## src/rtl/add8_stats_pkg.sv

```systemverilog
`default_nettype none
// +----------------------------------------------------------------------+
// | add8_stats_pkg                                                        |
// | Shared widths and sequencer states for the adder error statistics.   |
// | Revision: 1.0                                                         |
// +----------------------------------------------------------------------+
package add8_stats_pkg;

  localparam int C_OP_W  = 8;
  localparam int C_RES_W = 9;
  localparam int C_ERR_W = 9;

  typedef enum logic [1:0] {
    S_IDLE  = 2'd0,
    S_RUN   = 2'd1,
    S_FLUSH = 2'd2,
    S_DONE  = 2'd3
  } state_t;

endpackage
`default_nettype wire

```

## src/rtl/add8_abs_err.sv

```systemverilog
`default_nettype none
// +----------------------------------------------------------------------+
// | add8_abs_err                                                          |
// | Absolute difference between the exact 9-bit sum and a result under   |
// | test.                                                                 |
// | Revision: 1.0                                                         |
// +----------------------------------------------------------------------+
module add8_abs_err
  import add8_stats_pkg::*;
(
  input  logic [C_OP_W-1:0]  in_a,
  input  logic [C_OP_W-1:0]  in_b,
  input  logic [C_RES_W-1:0] in_o,
  output logic [C_ERR_W-1:0] err
);

  logic [C_RES_W-1:0] w_exact;

  assign w_exact = {1'b0, in_a} + {1'b0, in_b};
  assign err     = (w_exact >= in_o) ? (w_exact - in_o) : (in_o - w_exact);

endmodule
`default_nettype wire

```

## src/rtl/add8_err_stats.sv

```systemverilog
`default_nettype none
// +----------------------------------------------------------------------+
// | add8_err_stats                                                        |
// | Accumulates sum, maximum and count of adder errors over a run.       |
// | Revision: 1.0                                                         |
// +----------------------------------------------------------------------+
module add8_err_stats
  import add8_stats_pkg::*;
#(
  parameter int N_W   = 16,
  parameter int SUM_W = N_W + 9
) (
  input  logic               clk,
  input  logic               rst,
  input  logic               start,
  input  logic [N_W-1:0]     n_samples,
  input  logic               in_valid,
  output logic               in_ready,
  input  logic [C_OP_W-1:0]  in_a,
  input  logic [C_OP_W-1:0]  in_b,
  input  logic [C_RES_W-1:0] in_o,
  output logic               busy,
  output logic               done,
  output logic [SUM_W-1:0]   sum_abs_err,
  output logic [C_ERR_W-1:0] max_err,
  output logic [N_W-1:0]     err_cnt
);

  state_t               r_state;
  state_t               w_state_nxt;
  logic [N_W-1:0]       r_remaining;
  logic [C_ERR_W-1:0]   w_err;
  logic [C_ERR_W-1:0]   r_err;
  logic                 r_err_vld;
  logic [SUM_W-1:0]     r_sum;
  logic [C_ERR_W-1:0]   r_max;
  logic [N_W-1:0]       r_cnt;
  logic                 w_start_acc;
  logic                 w_accept;
  logic                 w_last;

  add8_abs_err u_abs_err (
    .in_a (in_a),
    .in_b (in_b),
    .in_o (in_o),
    .err  (w_err)
  );

  assign w_start_acc = (r_state == S_IDLE) && start;
  assign in_ready    = (r_state == S_RUN) && (r_remaining != '0);
  assign w_accept    = in_valid && in_ready;
  assign w_last      = w_accept && (r_remaining == N_W'(1));

  assign busy        = (r_state != S_IDLE);
  assign done        = (r_state == S_DONE);
  assign sum_abs_err = r_sum;
  assign max_err     = r_max;
  assign err_cnt     = r_cnt;

  always_comb begin
    w_state_nxt = r_state;
    case (r_state)
      S_IDLE:  if (start) w_state_nxt = (n_samples == '0) ? S_FLUSH : S_RUN;
      S_RUN:   if (w_last) w_state_nxt = S_FLUSH;
      S_FLUSH: w_state_nxt = S_DONE;
      S_DONE:  w_state_nxt = S_IDLE;
      default: w_state_nxt = S_IDLE;
    endcase
  end

  always_ff @(posedge clk or posedge rst) begin
    if (rst) r_state <= S_IDLE;
    else     r_state <= w_state_nxt;
  end

  // One-stage error pipeline; FLUSH exists to let its last entry commit.
  always_ff @(posedge clk or posedge rst) begin
    if (rst) begin
      r_remaining <= '0;
      r_err       <= '0;
      r_err_vld   <= 1'b0;
    end else begin
      r_err_vld <= w_accept;
      if (w_accept) r_err <= w_err;
      if (w_start_acc)   r_remaining <= n_samples;
      else if (w_accept) r_remaining <= r_remaining - N_W'(1);
    end
  end

  always_ff @(posedge clk or posedge rst) begin
    if (rst) begin
      r_sum <= '0;
      r_max <= '0;
      r_cnt <= '0;
    end else if (w_start_acc) begin
      r_sum <= '0;
      r_max <= '0;
      r_cnt <= '0;
    end else if (r_err_vld) begin
      r_sum <= r_sum + SUM_W'(r_err);
      if (r_err > r_max) r_max <= r_err;
      r_cnt <= r_cnt + {{(N_W-1){1'b0}}, (r_err != '0)};
    end
  end

endmodule
`default_nettype wire

```

## config.mk

```make
export PLATFORM = sky130hd
export DESIGN_NAME = add8_err_stats
export DESIGN_NICKNAME = d
export VERILOG_FILES = /design/src/rtl/add8_stats_pkg.sv /design/src/rtl/add8_abs_err.sv /design/src/rtl/add8_err_stats.sv
export SDC_FILE = /design/constraint.sdc
export NUM_CORES = 1
export LEC_CHECK = 0
export ABC_AREA = 1
export BUFFER_PORTS_ARGS = -buffer_cell sky130_fd_sc_hd__buf_2
export CAP_MARGIN = 10
export CELL_PAD_IN_SITES_DETAIL_PLACEMENT = 1
export CELL_PAD_IN_SITES_GLOBAL_PLACEMENT = 1
export CORE_MARGIN = 4
export CORE_UTILIZATION = 45
export CTS_CLUSTER_DIAMETER = 200
export DETAILED_ROUTE_END_ITERATION = 8
export PLACE_DENSITY = 0.92
export SLEW_MARGIN = 40
export SYNTH_ARGS = -nofsm -noshare
export SYNTH_HDL_FRONTEND = slang
export SYNTH_HIERARCHICAL = 1
export SYNTH_SLANG_ARGS = --single-unit
```

## constraint.sdc

```tcl
create_clock -name clk -period 3.86 [get_ports clk]
set_input_delay 0 -clock clk [delete_from_list [all_inputs] [get_ports clk]]
set_output_delay 0 -clock clk [all_outputs]
set_load 0.01 [all_outputs]
```

### Word level (Yosys, flattened, before mapping)

Index checks and enable logic that the tools add are counted.

| cells by class | value |
|---|---|
| $add $sub $neg | 6 |
| order comparisons | 2 |
| equality and inequality tests | 6 |
| multiplexer cells | 14 |
| reduce and logical (&&, ||, !) cells | 14 |

Operator list:

| kind | number |
|---|---|
| $mux 16 | 4 |
| $mux 25 | 2 |
| $mux 9 | 4 |
| $add 25x9->25 | 1 |
| $sub 9x9->9 | 2 |
| $add 16x1->16 | 1 |
| $eq 16x1->1 const B | 1 |
| $logic_not 16->1 | 1 |
| $reduce_bool 16->1 | 1 |
| $sub 16x1->16 const B | 1 |
| $add 8x8->9 | 1 |
| $ge 9x9->1 | 1 |
| $gt 9x9->1 | 1 |
| $reduce_bool 9->1 | 1 |
| $pmux 2 s4 | 1 |
| $reduce_bool 2->1 | 4 |
| $mux 2 | 3 |
| $eq 2x2->1 const B | 2 |
| $logic_and 1x1->1 | 4 |
| $ne 2x2->1 const B | 2 |
| $reduce_and 2->1 | 2 |
| $eq 2x1->1 const B | 1 |
| $logic_not 2->1 | 1 |

| word-level totals | value |
|---|---|
| register bits after elaboration | 78 |
| input bits | 45 |
| output and inout port bits | 53 |

### Logic depth before layout (Yosys ltp)

| logic depth | value |
|---|---|
| depth in word-level cells | 6 |
| mapped depth | 20 |

### Cells and area by module

The synthesis kept the hierarchy.

By module, submodules not included:

| module | instances | cells an instance | area an instance (um^2) |
|---|---|---|---|
| add8_err_stats | 1 | 711 | 5058.6 |
| add8_abs_err | 1 | 247 | 1385.1 |

### Least setup slack after synthesis

Ideal clock, no wire load.

| path | value |
|---|---|
| path kind | input to register |
| from | in in_a[0] |
| to | reg r_err[5] |
| library setup time | 0.116 ns |
| arrival | 2.299 ns |
| setup slack | 1.444 ns |
| stages | 16 |
| buffers on the path | 0 |
| cells stage by stage | ha_1 fa_1 nand3_1 nand3_1 a21boi_0 xor2_1 inv_1 ha_1 nand2_1 nand2_1 a21oi_4 nand4_2 nand2_1 nand2_1 nand2_1 nand2_1 |

| on the way | value |
|---|---|
| word-level cells in the longest chain between the ends | 3 |
| elaborated cells on any way between the ends | 5 |
| those cells by class | add/sub (3); order compare (1); mux (1) |

Ends and longest elaborated chain:

| element | RTL line | RTL |
|---|---|---|
| from (decl) | add8_err_stats.sv:19 | `input logic [C_OP_W-1:0] in_a,` |
| $add 8x8->9 * | add8_abs_err.sv:19 | `assign w_exact = {1'b0, in_a} + {1'b0, in_b};` |
| $sub 9x9->9 / $ge 9x9->1 (equally long branches) | add8_abs_err.sv:20 | `assign err = (w_exact >= in_o) ? (w_exact - in_o) : (in_o - w_exact);` |
| $mux 9 * | add8_abs_err.sv:20 |  |
| via w_err[5] | add8_err_stats.sv:32 | `logic [C_ERR_W-1:0] w_err;` |
| to (signal assigned) | add8_err_stats.sv:84 | `if (w_accept) r_err <= w_err;` |
| to (decl) | add8_err_stats.sv:33 | `logic [C_ERR_W-1:0] r_err;` |

Mark *: on every way through the listed nets, which the timed path passes. The rest lies on a longest branch.
A chain may end at the register's enable or synchronous reset.

### Worst setup path after layout

| path | value |
|---|---|
| from | in in_a[0] |
| to | reg r_err[3] |

Same word-level chain as after synthesis.

==> impl_results.md <==
* CP bufs+invs at 2
* Rows at 43
* Max-cap violations at 0
* Initial DRC Count at 297
* Area of the die at 16300 µm²
* Clock Tree Buf Depth at 2
* Period utilization at 66.5%
* Synth warn at 6
* Pre-CTS WS at 0.886 ns
* Top delay family on crit path: adder cells
* Final Setup Violations at 0
* Netlist cell types at 47
* Setup tns final at 0 ns
* Number of global-route vias before repair at 7118
* Clock slew at reported path FFs at 0.06 ns
* Root buffer cell: clkbuf_16
* Diodes inserted at 0
* Total power at 4.42 mW
* Status: finished, final reports clean
* RSZ-0062 raised after global routing: no
* Via count at 6686
* H-tree depth at 3
* Part of the Yosys area used for sequential elements at 30.3%
* Post-route setup slack at 1.29 ns
* Postcts setup bufs at 0
* Most frequent cells after synthesis: nand2_1 (314), inv_1 (124), nor2_1 (92)
* Worst Setup Start Kind: input port
* Port Buffers at 97
* CTS Buf Count at 9
* Yosys top cell area share at 30.3%
* Largest net degree at the start of global routing at 60
* Core footprint at 13900 µm²
* Routed vias/inst at 5.35
* Max stage delay on crit path at 0.41 ns
* Most Frequent Cell on Critical Path: nand2_1
* GPL Wtd Cong at 0.844
* Die Wd at 128 µm
* Initial Util at 46.2%
* Final min period at 2.57 ns
* Area leader, netlist: dfrtp_1
* Final Util at 53.8%
* Worst skew pair latency at 0.35 ns
* Static Leak at 4.19 nW
* GRT Residual Overflow at 0
* Routed WL per cell at 15.3 µm
* # IOs at 98
* Net count after synthesis at 1060
* Crit-path slowest cell: fa_1
* HPWL after DPL at 14900 µm
* Pre-antenna DRT Iters at 5
* Cell count after synthesis at 958
* Fin. Hold Viols at 0
* Worst Skew at 0.0110 ns
* Cell with the most instances after synthesis: nand2_1
* Fin nets at 1167
* CTS tree: built
* CTS resizes at 0
* Post-synth EDFFs at 0
* Final slew viol count at 0
* Clock sink total at 78
* Post-DRT Antenna Nets at 0
* Final Cell Area at 7500 µm²
* Max transition margin at 48.9%
* Fraction of registers with async set/reset at 100%
* Placed inst area at 7070 µm²
* Crit path DAT at 2.80 ns
* Power per standard cell area at 590 nW/µm²
* Share of layout cells above drive strength 1 at 14.5%
* DRC Markers at 0
* Max Fclk at 389 MHz
* Hold Crit Class: input port to flip-flop
* First-pass GRT wire length at 32800 µm
* Cell Area, Synth at 6440 µm²
* Initial antenna violation count at 0
* Largest cells by area after synthesis: dfrtp_1 (30%), nand2_1 (18%), ha_1 (10%)
* Most used DFF post-synth: dfrtp_1
* Worst slew pin tran at 0.766 ns
* Crit. End Element: flip-flop
* Worst-path maximum fanout at 8
* Syn_area_per_cell at 6.73 µm²
* Critical path cell sequence: buf_2 > ha_1 > fa_1 > nand3_1 > nand3_1 > a21boi_0 > xor2_1 > inv_1 > ha_1 > nand2_1 > nand2_1 > a21oi_4 > nand4_2 > nand2_1 > nand2_1 > nand2_1 > nand2_1
* Synthesized flop and latch total at 78
* Max VDD drop at 0.000488 V
* Wirelength, routed at 19100 µm
* Setup CP Type: input port to flip-flop
* Gr usage total at 24.3%
* WP data required at 4.09 ns
* Post-CTS Hold Fix Bufs at 14
* Fillers at 1881
* Layout Area Growth over Synthesis at 16.4%
* Die Ht at 128 µm
==> area by class of cell <==
| cell class | count | area, µm² | share of cell area [%] |
|---|---|---|---|
| clock inverter | 6 | 46.3 | 0.617 |
| inverter | 131 | 499 | 6.66 |
| multi-input combinational | 732 | 3900 | 52.0 |
| sequential | 78 | 1950 | 26.0 |
| clock buffer | 10 | 239 | 3.19 |
| timing repair buffer | 113 | 641 | 8.54 |
| tap | 180 | 225 | 3.00 |
==> per-stage QoR <==
stage	cells	hold WS [ns]
after floorplan	958	0.133
after global placement	1220	0.238
after detailed placement	1220	0.0902
after CTS	1250	0.000180
after global routing	1250	0.0161
final	1250	0.00375
==> per-layer routing <==
metal	track usage (%)	part of all wire, %	vias up
met5	0	0	-
met3	3.50	3.2	39
met1	28.8	43	3253
met2	44.8	52	114
met4	8.49	2.4	0
li1	-	-	3280
==> cell families (layout without fill, tap and decap cells) <==
logic type      count (synthesis)  after routing  synth area share, %
buf+inv                       148            260                 9.32
xor+xnor                       18             18                 2.45
compound gates                 87             87                 8.00
simple gates                  570            570                 38.4
fa+ha+maj                      57             57                 11.5
flops                          78             78                 30.3
==> cell usage in the layout (no fill, tap or decap), drive strengths merged, types with 5 or more instances in the layout <==
master       netlist  layout
nand2            322     322
inv              130     130
buf               11      99
nor2              98      98
nand3             95      95
dfrtp             78      78
ha                53      53
a21oi             39      39
o21ai             27      27
nand4             24      24
nor3              19      19
dlygate4sd3        0      14
xor2              13      13
clkbuf             6      10
o211ai             7       7
xnor2              5       5
or2                5       5
clkinv             1       5
==> registers in the layout, indices dropped and copies added, names as in the netlist <==
register     count
r_err_vld        1
max_err          9
r_err            9
err_cnt         16
sum_abs_err     25
r_remaining     16
r_state          2
==> worst paths after layout <==
kind	startpoint	endpoint	slack, ns	cells past startpoint
worst max register to register	r_state[0]$_DFFE_PP0P_	sum_abs_err[8]$_DFFE_PP0P_	1.61	9
min in group asynchronous	rst	r_remaining[6]$_DFFE_PP0P_	0.26	3
worst min register to register	sum_abs_err[4]$_DFFE_PP0P_	sum_abs_err[4]$_DFFE_PP0P_	0.53	2
max in group asynchronous	rst	r_err_vld$_DFF_PP0_	2.88	4
worst min-delay path	n_samples[0]	r_remaining[0]$_DFFE_PP0P_	0.004	5
worst max-delay path	in_a[0]	r_err[3]$_DFFE_PP0P_	1.29	17
==> power breakdown <==
| part | total [mW] | switching (mW) | internal, mW |
|---|---|---|---|
| registers | 1.34 | 0.302 | 1.04 |
| logic | 2.25 | 1.46 | 0.797 |
| clock network | 0.824 | 0.368 | 0.456 |
| total | 4.42 | 2.13 | 2.29 |
==> tightest hold or removal path: cells and delay by family <==
family | cells | cell delay, ns
AO/OA/AOI/OAI | 2 | 0.13
buffers and inverters | 1 | 0.09
AND/OR/NAND/NOR | 2 | 0.09
No activity file was read; power rests on OpenSTA's default activity.
